**config.mk**
```make
export PLATFORM = sky130hd
export DESIGN_NAME = l2_arbiter
export DESIGN_NICKNAME = d
export VERILOG_FILES = /design/src/rtl/l2_arbiter.sv
export SDC_FILE = /design/constraint.sdc
export NUM_CORES = 1
export LEC_CHECK = 0
export CORE_AREA = 2 2 543 545
export CTS_CLUSTER_DIAMETER = 120
export DETAILED_ROUTE_END_ITERATION = 12
export DIE_AREA = 0 0 545 547
export GPL_TIMING_DRIVEN = 1
export PLACE_DENSITY = 0.3
export SLEW_MARGIN = 20
export SYNTH_ARGS = -nofsm -noshare
export SYNTH_HDL_FRONTEND = slang
export SYNTH_SLANG_ARGS = --single-unit
export TNS_END_PERCENT = 20
```
**constraint.sdc**
```tcl
create_clock -name clk -period 1.65 [get_ports clk]
set_input_delay 0.33 -clock clk [delete_from_list [all_inputs] [get_ports clk]]
set_output_delay 0.33 -clock clk [all_outputs]
set_load 0.03 [all_outputs]
```
**src/rtl/l2_arbiter.sv**
```systemverilog
// l2_arbiter: round-robin sharing of the single L2 port between the
// L1 I-cache and L1 D-cache miss interfaces.
//
// Ports:
//   clk, rst                      clock, synchronous active-high reset
//   i_read/i_address              I-cache line read request (held until i_resp)
//   i_rdata/i_resp                line data and 1-cycle completion to I-cache
//   d_read/d_write/d_address      D-cache read or writeback request (held until d_resp)
//   d_wdata                       D-cache writeback line
//   d_rdata/d_resp                line data and 1-cycle completion to D-cache
//   l2_read/l2_write/l2_address   request to L2
//   l2_wdata                      write line to L2
//   l2_rdata/l2_resp              L2 read line and completion
module l2_arbiter #(
  parameter int s_offset = 5,
  parameter int s_addr   = 32,
  parameter int s_line   = 8 * (2 ** s_offset)
) (
  input  logic              clk,
  input  logic              rst,
  input  logic              i_read,
  input  logic [s_addr-1:0] i_address,
  output logic [s_line-1:0] i_rdata,
  output logic              i_resp,
  input  logic              d_read,
  input  logic              d_write,
  input  logic [s_addr-1:0] d_address,
  input  logic [s_line-1:0] d_wdata,
  output logic [s_line-1:0] d_rdata,
  output logic              d_resp,
  output logic              l2_read,
  output logic              l2_write,
  output logic [s_addr-1:0] l2_address,
  output logic [s_line-1:0] l2_wdata,
  input  logic [s_line-1:0] l2_rdata,
  input  logic              l2_resp
);

  typedef enum logic [1:0] {
    IDLE,
    GRANT_I,
    GRANT_D,
    RELEASE
  } state_e;

  state_e state_q, state_d;
  // 0 = I-cache was granted last, 1 = D-cache
  logic   last_grant_q, last_grant_d;

  logic i_pend;
  logic d_pend;

  assign i_pend = i_read;
  assign d_pend = d_read | d_write;

  always_comb begin
    state_d      = state_q;
    last_grant_d = last_grant_q;
    unique case (state_q)
      IDLE: begin
        if (i_pend && d_pend) begin
          // tie: the side that did not win last time goes next
          if (last_grant_q) begin
            state_d      = GRANT_I;
            last_grant_d = 1'b0;
          end else begin
            state_d      = GRANT_D;
            last_grant_d = 1'b1;
          end
        end else if (i_pend) begin
          state_d      = GRANT_I;
          last_grant_d = 1'b0;
        end else if (d_pend) begin
          state_d      = GRANT_D;
          last_grant_d = 1'b1;
        end
      end
      GRANT_I: begin
        if (l2_resp) state_d = RELEASE;
      end
      GRANT_D: begin
        if (l2_resp) state_d = RELEASE;
      end
      RELEASE: begin
        // one quiet cycle so the finished requester can drop its request
        state_d = IDLE;
      end
      default: state_d = IDLE;
    endcase
  end

  always_ff @(posedge clk) begin
    if (rst) begin
      state_q      <= IDLE;
      last_grant_q <= 1'b0;
    end else begin
      state_q      <= state_d;
      last_grant_q <= last_grant_d;
    end
  end

  // Port muxing is decoded from the registered state only.
  always_comb begin
    l2_read    = 1'b0;
    l2_write   = 1'b0;
    l2_address = '0;
    l2_wdata   = '0;
    i_resp     = 1'b0;
    d_resp     = 1'b0;
    i_rdata    = '0;
    d_rdata    = '0;
    unique case (state_q)
      GRANT_I: begin
        l2_read    = 1'b1;
        l2_address = i_address;
        i_resp     = l2_resp;
        i_rdata    = l2_resp ? l2_rdata : '0;
      end
      GRANT_D: begin
        l2_address = d_address;
        l2_wdata   = d_wdata;
        // an illegal read+write collapses to a write
        l2_write   = d_write;
        l2_read    = ~d_write;
        d_resp     = l2_resp;
        d_rdata    = l2_resp ? l2_rdata : '0;
      end
      default: ;
    endcase
  end

  always_ff @(posedge clk) begin
    if (!rst) begin
      assert (!(d_read && d_write))
        else $error("l2_arbiter: d_read and d_write both high");
    end
  end

endmodule

```
**Word level (Yosys, flattened, before mapping)**

Cells that the tools add are included.

- Output and inout port bits: 804
- Bits in registers: 3
- Bits of input ports: 582
- Word-level logic and storage cells: 34

- Reductions and logical operators: 6
- Multiplexer cells: 19
- Bitwise logic cells: 2
- Equality and inequality tests: 5

Operators by type and width:

| kind | number |
|---|---|
| $mux 256 | 4 |
| $pmux 32 s2 | 1 |
| $mux 2 | 5 |
| $mux 1 | 7 |
| $pmux 2 s3 | 1 |
| $eq 2x2->1 const B | 2 |
| $ne 4x4->1 const B | 1 |
| $reduce_and 2->1 | 2 |
| $reduce_bool 3->1 | 1 |
| $eq 2x1->1 const B | 1 |
| $logic_not 2->1 | 1 |
| $ne 2x1->1 const B | 1 |
| $pmux 1 s2 | 1 |
| $reduce_or 2->1 | 1 |
| $logic_and 1x1->1 | 1 |
| $not 1->1 | 1 |
| $or 1x1->1 | 1 |

**Logic depth before layout (Yosys ltp)**

Gate-level depths: netlist of run 1.

- Depth in word-level cells: 5
- Mapped depth: 6

**Least setup slack after synthesis of run 1**

No wires, ideal clock.

- Path type: reg2out
- From: reg state_q[0]
- To: out l2_address[1]
- Slack: -0.249 ns
- Data arrival time: 1.569 ns
- Cell stages (with the launch flop): 6
- Path buffers: 2
- Path through: dfxtp_1 inv_1 ha_1 clkbuf_2 clkbuf_1 nor2b_1

- Longest elaborated chain between the ends: 2
- Elaborated cells on any way between the ends: 3

Ends and longest elaborated chain:

| what | line | text |
|---|---|---|
| from (decl) | 46 | `state_e state_q, state_d;` |
| from (signal assigned) | 97 | `state_q <= state_d;` |
| $eq 2x2->1 / $eq 2x1->1 (equally long branches) | 112 | `unique case (state_q)` |
| $pmux 32 s2 * | 112 |  |
| to (decl) | 33 | `output logic [s_addr-1:0] l2_address,` |

Every way passes the cells marked *; elsewhere a longest branch is shown, timed or not.

**Worst setup path in the final report of run 1**

- From: reg state_q[0]
- To: out i_rdata[207]

- Longest elaborated chain between the ends: 2

Ends and longest elaborated chain:

| what | line | text |
|---|---|---|
| $eq 2x1->1 | 112 |  |
| $mux 256 | 112 |  |
| to (decl) | 23 | `output logic [s_line-1:0] i_rdata,` |

Every way passes these cells.

==> metrics.log, run 1 <==
[metrics] status: finished with violations
[metrics] violated checks: setup timing
[metrics] Final Cycle Share: 1.35
[metrics] cell row count: roughly 200
[metrics] Antenna Nets Post-Route: 0
[metrics] slowest stage cell on the critical path: sky130_fd_sc_hd__dfxtp_2
[metrics] R2R setup slack: -0.04 ns
[metrics] CP Max Fanout: 37
[metrics] cell count after synthesis: 1016
[metrics] simple-gate share of the synthesized area: 0.812
[metrics] GP Congestion: 0.930
[metrics] via count of the first global-routing pass: 15600
[metrics] routed wire length: 230000 um
[metrics] crit path launch type: flip-flop
[metrics] area of the die: 298000 um^2
[metrics] wire length of the first global-routing pass: 264000 um
[metrics] layout-stage area growth over the synthesis result: 460%
[metrics] leading cell type by number of instances after synthesis: sky130_fd_sc_hd__and3_1
[metrics] Overall Power: around 39 mW
[metrics] HPWL after detailed placement: 209000 um
[metrics] worst reg2reg path startpoint: state_q[0]
[metrics] number of library cell types mapped by synthesis: 26
[metrics] final number of max-transition violations: 0
[metrics] endpoint of the worst setup timing path: i_rdata[207]
[metrics] endpoint required time on the critical path: approximately 1.3 ns
[metrics] number of input and output port buffers inserted: 1385
[metrics] clk root buf: sky130_fd_sc_hd__clkbuf_16
[metrics] largest family of logic cells by synthesized area: simple AND/OR/NAND/NOR gates
[metrics] clock-pin slew on the worst setup and hold paths: 0.03 ns
[metrics] cell count of the worst reg-to-reg path: 7
[metrics] TritonCTS clock tree: done
[metrics] IO Pins: 1386
[metrics] Sum Neg Setup Slack: -327.72 ns
[metrics] crit path capture type: primary output
[metrics] y dimension of the die: about 550 um
[metrics] # DRC: 0
[metrics] Placed Cells incl. Taps: 6258
[metrics] Placed Instance Area: 32600 um^2
[metrics] total power density per cell area: 1110 nW/um^2
[metrics] number of iterations in the first detailed-routing pass: 6
[metrics] Synth Area in Compound Gates: 0.0480
[metrics] post-synth net total: 1604
[metrics] leading cell types by count after synthesis: 512 x sky130_fd_sc_hd__and3_1, 259 x sky130_fd_sc_hd__and2_1, 65 x sky130_fd_sc_hd__clkbuf_1
[metrics] Least-Margin Pin Slew: 0.702 ns
[metrics] routed via count: 15300
[metrics] clock period minus worst slack: around 2.2 ns
[metrics] stages on the worst setup path: 6
[metrics] maximum level of the CTS H-tree: 1
[metrics] critical path arrival: roughly 1.9 ns
[metrics] post-detailed-route wirelength per cell: ~36 um
[metrics] final setup margin: -0.572 ns
[metrics] Global Route Usage Sum: 0.147
[metrics] clock tree sinks: 3
[metrics] critical register-to-register path endpoint: state_q[1]
[metrics] Bufs on Longest Clock Path: 2
[metrics] max-capacitance violation count: 0
[metrics] hold slack: 0.487 ns
[metrics] Die W: roughly 550 um
[metrics] post-synth top area cell: sky130_fd_sc_hd__and3_1
[metrics] Buf+Inv Stages, Crit Path: 4
[metrics] #FFs+latches synth: 3
[metrics] initial antenna violation count: 199
[metrics] Std-Cell Core Area: 293000 um^2
[metrics] Storage cell area: 65.1 um^2
[metrics] grt peak-use layer: met2
[metrics] fillers: 33300
[metrics] final net count: 2984
[metrics] drt initial violations: 730
[metrics] kind of cell adding the most delay to the critical path: buffers and inverters
[metrics] top_reg_cell synth: sky130_fd_sc_hd__dfxtp_1
[metrics] mux share of post-synthesis cell area: 0.00342
[metrics] mean instance size in the synthesized netlist: 6.13 um^2
[metrics] final cell area excluding filler cells: 34900 um^2
[metrics] share of the synthesized area in the top cell type: 0.514
[metrics] unrepaired setup endpoints after global routing: true
[metrics] number of enable-type register cells in the synthesized netlist: 0
[metrics] crit-path most repeated cell: sky130_fd_sc_hd__buf_12
[metrics] path type of the worst setup path: reg -> out
[metrics] clock skew: 0.00303 ns
[metrics] adder and majority cell fraction of the synthesized area: 0.0121
[metrics] TritonCTS buffer count: 3
[metrics] Skew-Pair Late Insertion Delay: ~0.23 ns
[metrics] hold violation total from the final report: 0
[metrics] fmax: 0.450 GHz
[metrics] Avg Vias per Cell: 2.40
[metrics] fraction of met2 tracks used by global routing: 0.218
[metrics] share of layout cells above drive strength 1: 0.544
[metrics] cells along the critical path: buf_4, ha_4, buf_16, buf_12, and3_2, buf_12
[metrics] initial core utilization: 0.0213
[metrics] headroom to the max-slew limit: 0.531
[metrics] final global-route overflow total: 0
[metrics] Leak Pwr: 13.6 nW
[metrics] xor-xnor portion of the synthesized cell area: 0
[metrics] Final setup violation count: 805
[metrics] met1 Resource Use GR: 0.186
[metrics] top cells by area, synth: sky130_fd_sc_hd__and3_1 51%, sky130_fd_sc_hd__and2_1 26%, sky130_fd_sc_hd__buf_2 4.7%, sky130_fd_sc_hd__clkbuf_1 3.9%, sky130_fd_sc_hd__a22oi_1 3.9%
[metrics] met3 track demand over resource: 0.0843
[metrics] class of the tightest hold or removal check: reg -> reg
[metrics] synthesis warning total: 0
[metrics] start point of the critical path: state_q[0]
[metrics] sequential share of the synthesized area: 0.00965
[metrics] Crit path largest cell delay: 0.35 ns
[metrics] synthesized cell area: 6230 um^2
[metrics] FFs w/ async S/R, synth: 0
[metrics] Cells on Worst Hold Path: 1
[metrics] final cell count without fillers: 6361
[metrics] largest net degree at the start of global routing: 53
[metrics] multi-input gate area in the final layout: 6780 um^2
[metrics] maximum VDD drop: between 0.5 and 0.6 mV
==> flip-flops by register name, summed over array words and instances, names as in the netlist <==
register,flops
last_grant_q,1
state_q,2
==> stage by stage <==
stage               utilization  setup WS [ns]
global placement          0.111         -0.671
CTS                       0.116         -0.550
finish                    0.119         -0.572
detailed placement        0.111         -0.626
floorplan                     -        -0.0976
global route              0.119         -0.571
==> cells in the final DEF (no fill, tap or decap), types with 2 or more instances in the layout <==
cell type,netlist,routed
sky130_fd_sc_hd__inv_2,1,2
sky130_fd_sc_hd__and2_1,259,229
sky130_fd_sc_hd__nor2b_2,0,20
sky130_fd_sc_hd__a22oi_2,0,25
sky130_fd_sc_hd__and3_4,0,166
sky130_fd_sc_hd__nor2b_4,0,13
sky130_fd_sc_hd__dlymetal6s2s_1,0,3
sky130_fd_sc_hd__and3_2,0,88
sky130_fd_sc_hd__ha_1,6,2
sky130_fd_sc_hd__a21oi_1,2,2
sky130_fd_sc_hd__a22oi_1,32,7
sky130_fd_sc_hd__and2_2,0,10
sky130_fd_sc_hd__and3_1,512,258
sky130_fd_sc_hd__clkbuf_16,0,12
sky130_fd_sc_hd__buf_16,0,17
sky130_fd_sc_hd__buf_12,0,742
sky130_fd_sc_hd__ha_4,0,4
sky130_fd_sc_hd__and2_4,0,20
sky130_fd_sc_hd__buf_6,2,11
sky130_fd_sc_hd__buf_8,0,14
sky130_fd_sc_hd__diode_2,0,47
sky130_fd_sc_hd__clkdlybuf4s50_1,0,577
sky130_fd_sc_hd__buf_4,2,152
sky130_fd_sc_hd__bufbuf_16,0,3
==> how the worst min path moves through the flow <==
stage,slack (ns),from,endpoint
after floorplan,0.41,rst,last_grant_q
after global placement,0.46,last_grant_q,last_grant_q
after detailed placement,0.48,last_grant_q,last_grant_q
after CTS,0.48,last_grant_q,last_grant_q
after global routing,0.52,last_grant_q,last_grant_q
final,0.49,last_grant_q,last_grant_q
==> metal layers <==
layer	up-vias	share of wire
li1	6362	-
met1	7254	0.42
met2	1327	0.41
met3	261	0.15
met4	52	0.017
met5	-	0.0016
==> worst register-to-register path: stages (launching register included) <==
cell and delay [ns]:
sky130_fd_sc_hd__dfxtp_2 0.35, sky130_fd_sc_hd__inv_4 0.05, sky130_fd_sc_hd__buf_4 0.13, sky130_fd_sc_hd__ha_1 0.31, sky130_fd_sc_hd__buf_12 0.20, sky130_fd_sc_hd__mux2_2 0.37
sky130_fd_sc_hd__nand2_1 0.07, sky130_fd_sc_hd__o32ai_1 0.07
==> final cells by class <==
| class | instances | share of cell area |
|---|---|---|
| repair buffers | 1528 | 0.657 |
| clock buffers | 4 | 0.00226 |
| diodes | 47 | 0.00337 |
| well taps | 3919 | 0.141 |
| flip-flops and latches | 3 | 0.00186 |
| multi-input cells | 856 | 0.194 |
| inverters | 4 | 0.000502 |
==> logic make-up after synthesis <==
| group | count (synthesis) |
|---|---|
| buf+inv | 157 |
| compound gates | 40 |
| flops | 3 |
| fa+ha+maj | 6 |
| simple gates | 808 |
| mux | 2 |
==> where the power goes <==
| part | switching (mW) | internal [mW] |
|---|---|---|
| registers | 0.0352 | 0.112 |
| clock network | 0.0743 | 0.320 |
| logic | 20.1 | 18.2 |
| total | 20.2 | 18.6 |
==> what timing repair did <==
item | CTS | global route
hold buffers | 0 | 0
pin swaps | 9 | 5
endpoints found under the setup margin | 806 | 806
cloned | 15 | 11
resized for setup | 171 | 141
buffers inserted | 23 | 7
No activity file was read; power rests on OpenSTA's default activity.
==> run 2: changes to the inputs <==
CTS_CLUSTER_SIZE = 10   (was default)
TNS_END_PERCENT = default   (was 20)
==> run 2 against run 1 <==
  * The run still ends with setup timing left
  * Count of clock-buffer cells in the layout unchanged
  * Worst setup slack better by 0.058 ns
  * Wire length is 5.5% lower
  * Via count up 4.1%
  * Register-to-register slack lost 0.02 ns
  * Non-clock buffer count is 178 higher
  * First-iteration DRC count increased by 1.2%
  * Largest power group unchanged
==> metrics.log, run 2 (same netlist as run 1, synthesis figures left out) <==
[metrics] most frequent standard cell in the layout excluding fill and tap cells: sky130_fd_sc_hd__buf_12
[metrics] headroom to the max-slew limit: 0.606 (+0.0755)
[metrics] drt initial violations: 739 (+1.2%)
[metrics] critical path arrival: 1.83 ns (-0.06 ns)
[metrics] Biggest register: state_q
[metrics] wire length of the first global-routing pass: 248000 um (-5.9%)
[metrics] Bufs on Longest Clock Path: 2 (unchanged)
[metrics] R2R setup slack: -0.06 ns (-0.02 ns)
[metrics] fmax: 0.462 GHz (+2.7%)
[metrics] hold violation total from the final report: 0 (unchanged)
[metrics] max reg flops: 2 (unchanged)
[metrics] Avg Vias per Cell: 2.43 (+1.2%)
[metrics] crit path launch type: flip-flop
[metrics] Antenna Nets Post-Route: 0 (unchanged)
[metrics] cells along the critical path: buf_6, ha_4, buf_12, buf_12, clkbuf_16, and3_4, buf_12
[metrics] Global Route Usage Sum: 0.136 (-0.0108)
[metrics] number of iterations in the first detailed-routing pass: 5 (-1)
[metrics] clk root buf: sky130_fd_sc_hd__clkbuf_16
[metrics] Buf+Inv Stages, Crit Path: 5 (+1)
[metrics] number of hold buffers added after cts: 0 (unchanged)
[metrics] routed wire length: 218000 um (-5.5%)
[metrics] initial antenna violation count: 194 (-2.5%)
[metrics] maximum level of the CTS H-tree: 1 (unchanged)
[metrics] slowest stage cell on the critical path: sky130_fd_sc_hd__dfxtp_4
[metrics] Crit path largest cell delay: 0.36 ns (about the same)
[metrics] endpoint required time on the critical path: 1.32 ns (about the same)
[metrics] Final Cycle Share: 1.31 (-0.0351)
[metrics] share of layout cells above drive strength 1: 0.752 (+0.208)
[metrics] leading cell types in the layout, fill and taps excluded: 764 x sky130_fd_sc_hd__buf_12, 579 x sky130_fd_sc_hd__clkdlybuf4s50_1, 337 x sky130_fd_sc_hd__and3_2
[metrics] Sum Neg Setup Slack: -319.84 ns (+7.88 ns)
[metrics] crit path capture type: primary output
[metrics] Std-Cell Core Area: 293000 um^2 (unchanged)
[metrics] Least-Margin Pin Slew: 0.591 ns (-0.111 ns)
[metrics] layout-stage area growth over the synthesis result: 508%
[metrics] Skew-Pair Late Insertion Delay: 0.23 ns (about the same)
[metrics] TritonCTS clock tree: done
[metrics] GP Congestion: 0.850 (-8.6%)
[metrics] # DRC: 0 (unchanged)
[metrics] final setup margin: -0.514 ns (+0.0578 ns)
[metrics] path type of the worst setup path: reg -> out
[metrics] final net count: 3162 (+6.0%)
[metrics] Die W: 545 um (unchanged)
[metrics] post-detailed-route wirelength per cell: 33.3 um (-8.1%)
[metrics] Placed Instance Area: 34700 um^2 (+6.4%)
[metrics] IO Pins: 1386 (unchanged)
[metrics] Leak Pwr: 14.9 nW (+9.6%)
[metrics] clock skew: 0.00119 ns (-0.00184 ns)
[metrics] violated checks: setup timing
[metrics] Regs by FF count: state_q: 2 flops, last_grant_q: 1 flops
[metrics] clock period minus worst slack: 2.16 ns (-0.0578 ns)
[metrics] kind of cell adding the most delay to the critical path: buffers and inverters
[metrics] status: finished with violations
[metrics] Final setup violation count: 805 (unchanged)
[metrics] crit-path most repeated cell: sky130_fd_sc_hd__buf_12
[metrics] HPWL after detailed placement: 196000 um (-6.6%)
[metrics] y dimension of the die: 547 um (unchanged)
[metrics] initial core utilization: 0.0213 (unchanged)
[metrics] final cell area excluding filler cells: 37800 um^2 (+8.4%)
[metrics] largest net degree at the start of global routing: 44 (-17%)
[metrics] final global-route overflow total: 0 (unchanged)
[metrics] unrepaired setup endpoints after global routing: true
[metrics] TritonCTS buffer count: 3 (unchanged)
[metrics] area of the die: 298000 um^2 (unchanged)
[metrics] via count of the first global-routing pass: 16200 (+4.1%)
[metrics] max-capacitance violation count: 0 (unchanged)
[metrics] clock-pin slew on the worst setup and hold paths: 0.03 ns (about the same)
[metrics] clock tree sinks: 3 (unchanged)
[metrics] number of input and output port buffers inserted: 1385 (unchanged)
[metrics] class of the tightest hold or removal check: reg -> reg
[metrics] CP Max Fanout: 8 (-78%)
[metrics] maximum VDD drop: 0.834 mV (+40%)
[metrics] final number of max-transition violations: 0 (unchanged)
[metrics] cell row count: 199 (unchanged)
[metrics] total power density per cell area: 1060 nW/um^2 (-4.5%)
[metrics] routed via count: 15900 (+4.1%)
run 2: area by class of cell:
type / instances / area, um^2
Timing Repair Buffer: 1706 / 25100
Multi-Input combinational cell: 856 / 7500
Tap cell: 3919 / 4900
Inverter: 4 / 17.5
Fill cell: 33100 / 255000
Sequential cell: 3 / 65.1
Antenna cell: 49 / 123
Clock buffer: 4 / 78.8
run 2: path summary, 6_finish.rpt:
kind / startpoint / endpoint / cells past startpoint
setup reg to reg: state_q[0] / state_q[1] / 7
setup / recovery: state_q[0] / i_rdata[120] / 7
hold / removal: last_grant_q / last_grant_q / 1
hold reg to reg: last_grant_q / last_grant_q / 1
run 2: stage by stage:
| step | hold WS [ns] | setup slack [ns] | util | power (mW) | cells |
|---|---|---|---|---|---|
| 6_report | 0.487 | -0.514 | 0.129 | 40.2 | 6541 |
| 5_1_grt | 0.526 | -0.553 | 0.129 | 41.9 | 6511 |
| 4_1_cts | 0.486 | -0.525 | 0.123 | 38.1 | 6452 |
| 3_5_place_dp | 0.482 | -0.709 | 0.118 | 33.9 | 6413 |
| 2_1_floorplan | 0.408 | -0.0976 | - | 12.1 | 1016 |
| 3_3_place_gp | 0.471 | -0.740 | 0.118 | 34.0 | 6413 |
run 2: repair_timing:
item,CTS,global route
gates resized for setup,206,284
buffers inserted,15,13
gates cloned,20,31
endpoints found under the setup margin,806,805
pin swaps,4,7
run 2: report_power, final:
group | switching (mW) | internal, mW
Clock | 0.0729 | 0.319
Sequential | 0.0318 | 0.113
Combinational | 19.5 | 20.2
Total | 19.6 | 20.6
run 2: layer usage:
layer	share of wire	track usage	routed length [um]	vias up
met5	0.0010	0	225	-
met4	0.018	0.0166	3890	32
met3	0.085	0.0353	18600	206
met2	0.48	0.234	105000	1275
met1	0.41	0.172	90100	7639
li1	-	-	-	6730
